--- src/rtl/fft_result_reader_if.sv ---
// Result-readback bus for fft_result_reader.
// Groups the core result register port (regAddr/regData) and the outgoing
// valid/ready word stream (out_data/out_valid/out_ready/out_last).
// master: the reader. slave: the core plus the stream sink.
interface fft_result_reader_if #(
    parameter int DATA_W = 32,
    parameter int ADDR_W = 32
);
    logic [ADDR_W-1:0] regAddr;
    logic [DATA_W-1:0] regData;
    logic [DATA_W-1:0] out_data;
    logic              out_valid;
    logic              out_ready;
    logic              out_last;

    modport master (
        output regAddr,
        output out_data,
        output out_valid,
        output out_last,
        input  regData,
        input  out_ready
    );

    modport slave (
        input  regAddr,
        input  out_data,
        input  out_valid,
        input  out_last,
        output regData,
        output out_ready
    );
endinterface

--- src/rtl/fft_result_reader.sv ---
// fft_result_reader: readback sequencer for the RNS Fourier cores.
// Waits for the core's done flag, walks the result register port over
// NUM_WORDS addresses and streams each word on a valid/ready interface with
// a last marker. A cycle watchdog flags a core that never finishes.
//
// Optional build macro RESULT_CHECKSUM_EN adds a modular running sum of the
// accepted beats on the checksum output.
//
// state     | meaning
// ----------+-----------------------------------------------------------
// S_IDLE    | waiting for done; watchdog running
// S_FETCH   | regAddr=idx, word captured into the output register
// S_SEND    | word offered on out_valid until out_ready accepts it
// S_FINISH  | all words delivered, finished held; start re-arms
// S_TIMEOUT | watchdog expired, timeout held; start re-arms
module fft_result_reader #(
    parameter int DATA_W         = 32,
    parameter int ADDR_W         = 32,
    parameter int NUM_WORDS      = 64,
    parameter int TIMEOUT_CYCLES = 3000
) (
    input  logic                 clk,
    input  logic                 reset,
    input  logic                 start,
    input  logic                 done,
    fft_result_reader_if.master  bus,
    output logic                 busy,
    output logic                 finished,
    output logic                 timeout
`ifdef RESULT_CHECKSUM_EN
    ,
    output logic [DATA_W-1:0]    checksum
`endif
);

    localparam int IDX_W = (NUM_WORDS > 1) ? $clog2(NUM_WORDS) : 1;
    localparam int CNT_W = $clog2(TIMEOUT_CYCLES);
    localparam logic [IDX_W-1:0] LAST_IDX = IDX_W'(NUM_WORDS - 1);
    localparam logic [CNT_W-1:0] CNT_LAST = CNT_W'(TIMEOUT_CYCLES - 1);

    typedef enum logic [2:0] {
        S_IDLE    = 3'd0,
        S_FETCH   = 3'd1,
        S_SEND    = 3'd2,
        S_FINISH  = 3'd3,
        S_TIMEOUT = 3'd4
    } state_t;

    state_t            r_state;
    logic [IDX_W-1:0]  r_idx;
    logic [CNT_W-1:0]  r_cnt;
    logic [DATA_W-1:0] r_data;
    logic              r_valid;
    logic              r_last;
    logic              r_finished;
    logic              r_timeout;

    state_t            w_state_nxt;
    logic [IDX_W-1:0]  w_idx_nxt;
    logic [CNT_W-1:0]  w_cnt_nxt;
    logic [DATA_W-1:0] w_data_nxt;
    logic              w_valid_nxt;
    logic              w_last_nxt;
    logic              w_finished_nxt;
    logic              w_timeout_nxt;

    logic              w_counting;
    logic              w_expire;
    logic              w_accept;
    logic              w_final;

`ifdef RESULT_CHECKSUM_EN
    logic [DATA_W-1:0] r_checksum;
    logic [DATA_W-1:0] w_checksum_nxt;
`endif

    // The watchdog only runs while a run is pending or in progress; it stops
    // (saturates) once it reaches its limit because the FSM leaves those states.
    assign w_counting = (r_state == S_IDLE) || (r_state == S_FETCH) || (r_state == S_SEND);
    assign w_expire   = w_counting && (r_cnt == CNT_LAST);
    assign w_accept   = r_valid && bus.out_ready;
    assign w_final    = w_accept && r_last;

    // Next-state and datapath decisions; final handshake outranks the watchdog.
    always_comb begin
        w_state_nxt    = r_state;
        w_idx_nxt      = r_idx;
        w_cnt_nxt      = r_cnt;
        w_data_nxt     = r_data;
        w_valid_nxt    = r_valid;
        w_last_nxt     = r_last;
        w_finished_nxt = r_finished;
        w_timeout_nxt  = r_timeout;
`ifdef RESULT_CHECKSUM_EN
        w_checksum_nxt = r_checksum;
`endif

        if (w_counting && !w_expire) begin
            w_cnt_nxt = r_cnt + 1'b1;
        end

        case (r_state)
            S_IDLE: begin
                if (w_expire) begin
                    w_state_nxt   = S_TIMEOUT;
                    w_timeout_nxt = 1'b1;
                end else if (done) begin
                    w_state_nxt = S_FETCH;
                end
            end

            S_FETCH: begin
                if (w_expire) begin
                    w_state_nxt   = S_TIMEOUT;
                    w_timeout_nxt = 1'b1;
                end else begin
                    w_data_nxt  = bus.regData;
                    w_valid_nxt = 1'b1;
                    w_last_nxt  = (r_idx == LAST_IDX);
                    w_state_nxt = S_SEND;
                end
            end

            S_SEND: begin
                if (w_final) begin
                    w_valid_nxt    = 1'b0;
                    w_last_nxt     = 1'b0;
                    w_finished_nxt = 1'b1;
                    w_state_nxt    = S_FINISH;
`ifdef RESULT_CHECKSUM_EN
                    w_checksum_nxt = r_checksum + r_data;
`endif
                end else if (w_expire) begin
                    // Pending word is dropped, accepted or not.
                    w_valid_nxt   = 1'b0;
                    w_last_nxt    = 1'b0;
                    w_timeout_nxt = 1'b1;
                    w_state_nxt   = S_TIMEOUT;
                end else if (w_accept) begin
                    w_valid_nxt = 1'b0;
                    w_last_nxt  = 1'b0;
                    w_idx_nxt   = r_idx + 1'b1;
                    w_state_nxt = S_FETCH;
`ifdef RESULT_CHECKSUM_EN
                    w_checksum_nxt = r_checksum + r_data;
`endif
                end
            end

            S_FINISH: begin
                if (start) begin
                    w_state_nxt    = S_IDLE;
                    w_idx_nxt      = '0;
                    w_cnt_nxt      = '0;
                    w_finished_nxt = 1'b0;
`ifdef RESULT_CHECKSUM_EN
                    w_checksum_nxt = '0;
`endif
                end
            end

            S_TIMEOUT: begin
                if (start) begin
                    w_state_nxt   = S_IDLE;
                    w_idx_nxt     = '0;
                    w_cnt_nxt     = '0;
                    w_timeout_nxt = 1'b0;
`ifdef RESULT_CHECKSUM_EN
                    w_checksum_nxt = '0;
`endif
                end
            end

            default: begin
                w_state_nxt = S_IDLE;
            end
        endcase
    end

    // State and datapath registers; reset wins over every other input.
    always_ff @(posedge clk) begin
        if (reset) begin
            r_state    <= S_IDLE;
            r_idx      <= '0;
            r_cnt      <= '0;
            r_data     <= '0;
            r_valid    <= 1'b0;
            r_last     <= 1'b0;
            r_finished <= 1'b0;
            r_timeout  <= 1'b0;
`ifdef RESULT_CHECKSUM_EN
            r_checksum <= '0;
`endif
        end else begin
            r_state    <= w_state_nxt;
            r_idx      <= w_idx_nxt;
            r_cnt      <= w_cnt_nxt;
            r_data     <= w_data_nxt;
            r_valid    <= w_valid_nxt;
            r_last     <= w_last_nxt;
            r_finished <= w_finished_nxt;
            r_timeout  <= w_timeout_nxt;
`ifdef RESULT_CHECKSUM_EN
            r_checksum <= w_checksum_nxt;
`endif
        end
    end

    assign bus.regAddr   = ADDR_W'(r_idx);
    assign bus.out_data  = r_data;
    assign bus.out_valid = r_valid;
    assign bus.out_last  = r_last;
    assign busy          = (r_state == S_FETCH) || (r_state == S_SEND);
    assign finished      = r_finished;
    assign timeout       = r_timeout;
`ifdef RESULT_CHECKSUM_EN
    assign checksum      = r_checksum;
`endif

endmodule

--- src/flat_wrapper.sv ---
// flat-port wrapper written by rule: the top's interface ports become plain ports
module fft_result_reader_flat 
#(
    parameter int DATA_W         = 32,
    parameter int ADDR_W         = 32,
    parameter int NUM_WORDS      = 64,
    parameter int TIMEOUT_CYCLES = 3000
)
  (clk, reset, start, done, busy, finished, timeout, bus_regAddr, bus_out_data, bus_out_valid, bus_out_last, bus_regData, bus_out_ready);
  fft_result_reader_if #(.DATA_W(DATA_W), .ADDR_W(ADDR_W)) bus_i ();
  input  logic clk;
  input  logic reset;
  input  logic start;
  input  logic done;
  output logic busy;
  output logic finished;
  output logic timeout;
  output wire logic [$bits(bus_i.regAddr)-1:0] bus_regAddr;
  output wire logic [$bits(bus_i.out_data)-1:0] bus_out_data;
  output wire logic [$bits(bus_i.out_valid)-1:0] bus_out_valid;
  output wire logic [$bits(bus_i.out_last)-1:0] bus_out_last;
  input wire logic [$bits(bus_i.regData)-1:0] bus_regData;
  input wire logic [$bits(bus_i.out_ready)-1:0] bus_out_ready;
  assign bus_regAddr = bus_i.regAddr;
  assign bus_out_data = bus_i.out_data;
  assign bus_out_valid = bus_i.out_valid;
  assign bus_out_last = bus_i.out_last;
  assign bus_i.regData = bus_regData;
  assign bus_i.out_ready = bus_out_ready;
  fft_result_reader #(.DATA_W(DATA_W), .ADDR_W(ADDR_W), .NUM_WORDS(NUM_WORDS), .TIMEOUT_CYCLES(TIMEOUT_CYCLES)) u_core (.clk(clk), .reset(reset), .start(start), .done(done), .bus(bus_i), .busy(busy), .finished(finished), .timeout(timeout));
endmodule
--- config.mk ---
export PLATFORM = sky130hd
export DESIGN_NAME = fft_result_reader_flat
export DESIGN_NICKNAME = d
export VERILOG_FILES = /design/src/rtl/fft_result_reader_if.sv /design/src/rtl/fft_result_reader.sv /design/src/flat_wrapper.sv
export SDC_FILE = /design/constraint.sdc
export NUM_CORES = 1
export LEC_CHECK = 0
export ABC_AREA = 1
export CAP_MARGIN = 0
export CORE_MARGIN = 3
export CORE_UTILIZATION = 45
export DETAILED_ROUTE_END_ITERATION = 8
export PLACE_DENSITY = 0.8
export SLEW_MARGIN = 30
export SYNTH_ARGS = -nofsm -noshare
export SYNTH_HDL_FRONTEND = slang
export SYNTH_SLANG_ARGS = --single-unit
--- constraint.sdc ---
create_clock -name clk -period 2.1 [get_ports clk]
set_input_delay 0.315 -clock clk [delete_from_list [all_inputs] [get_ports clk]]
set_output_delay 0.315 -clock clk [all_outputs]
set_load 0.1 [all_outputs]
Word level (Yosys, flattened, before mapping)
Index checks and enable logic that the tools add are counted.
{ "word_totals": {"output_inout_bits": 69, "ff_bits": 57, "inputBits": 37} }
{ "classes": {"mux": 29, "n_eq_ne": 16, "n_reduce_logical": 21, "bitwise": 1, "n_addsub": 2} }
{ "op_table": {"columns": ["operator", "n"], "rows": [
  ["12-bit two-way mux", 3],
  ["6-bit two-way mux", 4],
  ["3-bit two-way mux", 7],
  ["12-bit by 1-bit adder with 12-bit output, second input constant", 1],
  ["12-bit equality test, second input constant", 1],
  ["3-bit case mux with 4 select lines", 1],
  ["6-bit case mux with 2 select lines", 1],
  ["3-bit AND reduction", 4],
  ["2-bit inequality test, second input constant", 5],
  ["1-bit two-way mux", 9],
  ["6-bit by 1-bit adder with 6-bit output, second input constant", 1],
  ["3-bit by 2-bit equality test with 1-bit output, second input constant", 2],
  ["6-bit equality test, second input constant", 1],
  ["2-bit by 1-bit inequality test with 1-bit output, second input constant", 3],
  ["1-bit case mux with 2 select lines", 3],
  ["2-bit nonzero test", 3],
  ["5-bit AND reduction", 1],
  ["1-bit logical AND", 4],
  ["4-bit by 1-bit inequality test with 1-bit output, second input constant", 1],
  ["2-bit OR reduction", 2],
  ["3-bit by 1-bit equality test with 1-bit output, second input constant", 1],
  ["3-bit equality test, second input constant", 1],
  ["3-bit logical NOT", 1],
  ["1-bit logical OR", 3],
  ["other kinds (6)", 6]
]} }

Longest topological paths before layout
{ "depth": {"word_depth": 9, "depth_mapped": 11, "ltp_nobuf": 10} }

Worst setup path after synthesis
OpenSTA, ideal clock, no wires.
{ "synth_path": {"kind": "register -> register", "startpoint": "reg u_core.r_state[1]", "endpoint": "reg u_core.r_valid (netlist: u_core.bus.out_valid)", "path_slack_ns": -0.287, "n_path_buf": 1, "setup_time_ns": 0.132, "t_required_ns": 1.968, "t_arrival_ns": 2.255, "stages_incl_launch_ff": 8, "path_cell_list": "dfxtp_1 -> buf_6 -> nand2_2 -> nand2_4 -> nor2_1 -> nand3_1 -> nand2_1 -> a21oi_1"} }
{ "synth_between": {"elab_chain_cells": 7} }
{ "synth_rtl": {"columns": ["item", "line", "source"], "rows": [
  ["start, declared", "fft_result_reader.sv:49", "state_t r_state;"],
  ["start signal, assigned", "fft_result_reader.sv:195", "r_state <= w_state_nxt;"],
  ["3-bit by 1-bit equality test with 1-bit output or 3-bit logical NOT (tied branches)", "fft_result_reader.sv:79, fft_result_reader.sv:102", null],
  ["1-bit logical OR (2 in a row)", "fft_result_reader.sv:79", "assign w_counting = (r_state == S_IDLE) || (r_state == S_FETCH) || (r_state == S_SEND);"],
  ["1-bit logical AND", "fft_result_reader.sv:80", "assign w_expire = w_counting && (r_cnt == CNT_LAST);"],
  ["1-bit two-way mux", "fft_result_reader.sv:133", "end else if (w_expire) begin"],
  ["1-bit two-way mux", "fft_result_reader.sv:125", "if (w_final) begin"],
  ["1-bit case mux with 2 select lines", "fft_result_reader.sv:102", "case (r_state)"],
  ["end signal, assigned", "fft_result_reader.sv:199", "r_valid <= w_valid_nxt;"],
  ["end, declared", "fft_result_reader.sv:53", "logic r_valid;"]
]} }
Several ways; a longest one is shown, not always the timed one.
A chain may end at the register's enable or synchronous reset.

Worst setup path in the final report
{ "layout_path": {"startpoint": "reg u_core.r_cnt[0]", "endpoint": "reg u_core.r_data[17] (netlist: u_core.bus.out_data[17])"} }
{ "layout_between": {"elab_chain_cells": 4} }
{ "layout_rtl": {"columns": ["item", "line", "source"], "rows": [
  ["start, declared", "fft_result_reader.sv:51", "logic [CNT_W-1:0] r_cnt;"],
  ["start signal, assigned", "fft_result_reader.sv:197", "r_cnt <= w_cnt_nxt;"],
  ["12-bit equality test", "fft_result_reader.sv:80", null],
  ["1-bit logical AND", "fft_result_reader.sv:80", null],
  ["1-bit inverter (no line)", null, null],
  ["2-bit AND reduction (no line)", null, null],
  ["end signal, assigned", "fft_result_reader.sv:198", "r_data <= w_data_nxt;"],
  ["end, declared", "fft_result_reader.sv:52", "logic [DATA_W-1:0] r_data;"]
]} }
Every way passes these cells.

==> impl_metrics.tcl <==
set metrics [dict create \
    status "finished clean" \
    wl_per_cell_um 12.8 \
    cts_hold_buf 0 \
    cp_max_fo 30 \
    clock_sinks 57 \
    skew_ps 7.02 \
    synthCells 405 \
    peakVddDrop_v 0.00102 \
    cts_resized 0 \
    period_needed_ps 1800 \
    hold_viol_final 0 \
    clk_latency_ps 330 \
    first_iter_violations 147 \
    wl_mm 7.21 \
    vias 2840 \
    mappedNetlistArea_um2 2940 \
    grt_max_degree 41 \
    finalWorstSetupSlack_ps 302 \
    port_buffers 79 \
    rsz0062_at_grt "false" \
    post_cts_buffers 0 \
    place_ws_ps 356 \
    hold-path-endpoint "u_core.timeout" \
    grt_pass1_vias 2594 \
    remaining_drc_errors 0 \
    hold_depth 2 \
    track_usage_pct 19.4 \
    worstPathCellList "ha_1, nand2_1, nor2_1, nand3_2, nand2_2, buf_12, nand2_1, a21oi_1" \
    drive_above_1_share_pct 19.8 \
    path_common_cell "nand2_1" \
    die_area_um2 7530 \
    rows 28 \
    dpl_cell_area_um2 3590 \
    r2r_setup_slack_ps 300 \
    ys_seq_area_share_pct 38.8 \
    fin_area_um2 3790 \
    leakagePower_nw 1.53 \
    start_kind "flop" \
    cpPeakStageDelay_ps 390 \
    htreeDepth 3 \
    regToRegEndpoint "u_core.bus.out_data[17]" \
    synth_warnings 0 \
    place_congestion 0.919 \
    antenna_found_initial 0 \
    critPathRequiredTime_ps 2360 \
    cts_tree "built" \
    start_util_pct 47.9 \
    synth_seq_cells 57 \
    arrival_ps 2060 \
    die_w_um 86.8 \
    clk_path_buf_depth 2 \
    first_pass_iters 4 \
    hold_path_class "reg -> reg" \
    powerDensity_nw_per_um2 1130 \
    cts.clk_slew.worst_paths_ps 70 \
    core_area_um2 6130 \
    finalMaxSlewViolations 0 \
    drv_cap 0 \
    setup_tns_ps 0 \
    grt_pass1_wl_mm 11.7 \
    regToRegStartpoint "u_core.r_cnt[0]" \
    min_period_over_period_pct 85.6 \
    hold_start "u_core.timeout" \
    fillers 547 \
    dp_hpwl_mm 5.21 \
    ant_nets 0 \
    antennaDiodeCount 0 \
    syn_avg_cell_area_um2 7.25 \
    die_h_um 86.8 \
    r2r_cells 8 \
    cp_num_buf_inv 1 \
    ys_types 32 \
    clock.fmax_mhz 556 \
    io_pins 106 \
    numCtsBuffers 9 \
    root_buffer "clkbuf_8" \
    vias_per_cell 5.04 \
    critPathKind "reg -> reg" \
    area_delta_synth_final_pct 28.9 \
    cp-end-kind "flop" \
    overflow 0 \
    nets 523 \
    totalPowerFinal_mw 4.29 \
    cp_top_family "simple AND/OR/NAND/NOR gates" \
    critPathSlowestCell "dfxtp_1" \
    setup_violations 0 \
]
## logic make-up (layout without fill, tap and decap cells)
kind of cell	count (synthesis)	in the layout	synth area share, %
AO/OA/AOI/OAI	62	62	11.0
buffers and inverters	70	129	13.8
other	1	26	0.128
AND/OR/NAND/NOR	206	206	33.3
adder cells (fa/ha/maj)	2	2	0.852
flip-flops	57	57	38.8
XOR/XNOR	7	7	2.09
## cell usage in the layout, fill, tap and decap left out
cell             count
nand2_1             91
dfxtp_1             57
a21oi_1             54
buf_4               49
nand3_1             48
clkdlybuf4s50_1     36
nor2_1              29
conb_1              26
inv_1               21
clkbuf_8            10
nor3_1               8
nor2_2               7
nand4_1              6
nand2_2              5
inv_2                4
nand3_2              4
xor2_1               4
nor2_4               3
o21ai_0              3
xnor2_1              3
nand2_4              2
o21ai_1              2
ha_1                 2
clkinv_2             2
clkinvlp_4           2
buf_12               2
nand4_2              1
o21bai_2             1
inv_4                1
nor2_8               1
a21oi_2              1
o21ai_2              1
nand3b_1             1
bufinv_16            1
clkbuf_1             1
## synth_stat cells (all sizes together)
master   n  share of area, %
a21oi   55               9.5
ha       2              0.85
buf     40               9.9
inv     26               3.4
nand4    7               1.7
dfxtp   57                39
xnor2    3              0.89
nor3     8               1.4
nand2   98                13
o21bai   1              0.38
conb     1              0.13
xor2     4               1.2
clkbuf   4              0.51
nor2    40               6.9
nand3b   1              0.26
nand3   52               9.5
o21ai    6               1.1
## worst min-delay path, cell delays in order, from the launching register on
cell	delay [ps]
dfxtp_1	310
inv_1	50
a21oi_1	60
## report_power, final
group          internal [mW]  total [mW]  switching [mW]
Clock                  0.576        1.02           0.441
Sequential              1.21        1.32           0.107
Combinational          0.453        1.96            1.50
Total                   2.24        4.29            2.05
## layer usage
layer	share of wire (%)	vias to the layer above	global-route usage, %
met5	0	-	0
met4	2.1	0	8.92
met3	5.9	19	5.61
met2	51	109	32.5
met1	41	1278	22.8
li1	-	1434	-
## cell type report
cell class / count / area (um^2) / share of cell area (%)
Clock buffer: 11 / 141 / 3.73
Clock inverter: 5 / 55.1 / 1.45
Inverter: 26 / 100 / 2.64
Multi-Input combinational cell: 303 / 1490 / 39.3
Sequential cell: 57 / 1140 / 30.1
Tap cell: 75 / 93.8 / 2.48
Timing Repair Buffer: 87 / 768 / 20.3
## flip-flops by register name (all words and copies together), names as in the netlist
register,count
u_core.bus.out_valid,1
u_core.finished,1
u_core.r_cnt,12
u_core.timeout,1
u_core.r_idx,6
u_core.r_state,3
u_core.bus.out_data,32
u_core.bus.out_last,1
## worst max-delay path by stage
stage | start | end | slack (ps) | depth (start not counted)
finish | u_core.r_cnt[0] | u_core.bus.out_data[17] | 300 | 8
CTS | u_core.r_cnt[0] | u_core.bus.out_data[17] | 300 | 8
global placement | u_core.r_cnt[0] | u_core.r_state[1] | 430 | 7
global route | u_core.r_cnt[0] | u_core.bus.out_data[20] | 150 | 8
detailed placement | u_core.r_cnt[0] | u_core.bus.out_data[8] | 360 | 8
floorplan | u_core.r_idx[0] | u_core.r_idx[4] | 140 | 8
## metrics by stage
stage / instances / hold WS [ps] / util [%]
2_1_floorplan: 430 / 466 / -
3_3_place_gp: 548 / 436 / 58.6
3_5_place_dp: 548 / 444 / 58.6
4_1_cts: 564 / 453 / 61.8
5_1_grt: 564 / 464 / 61.8
6_report: 564 / 454 / 61.8
No activity file was read; power rests on OpenSTA's default activity.
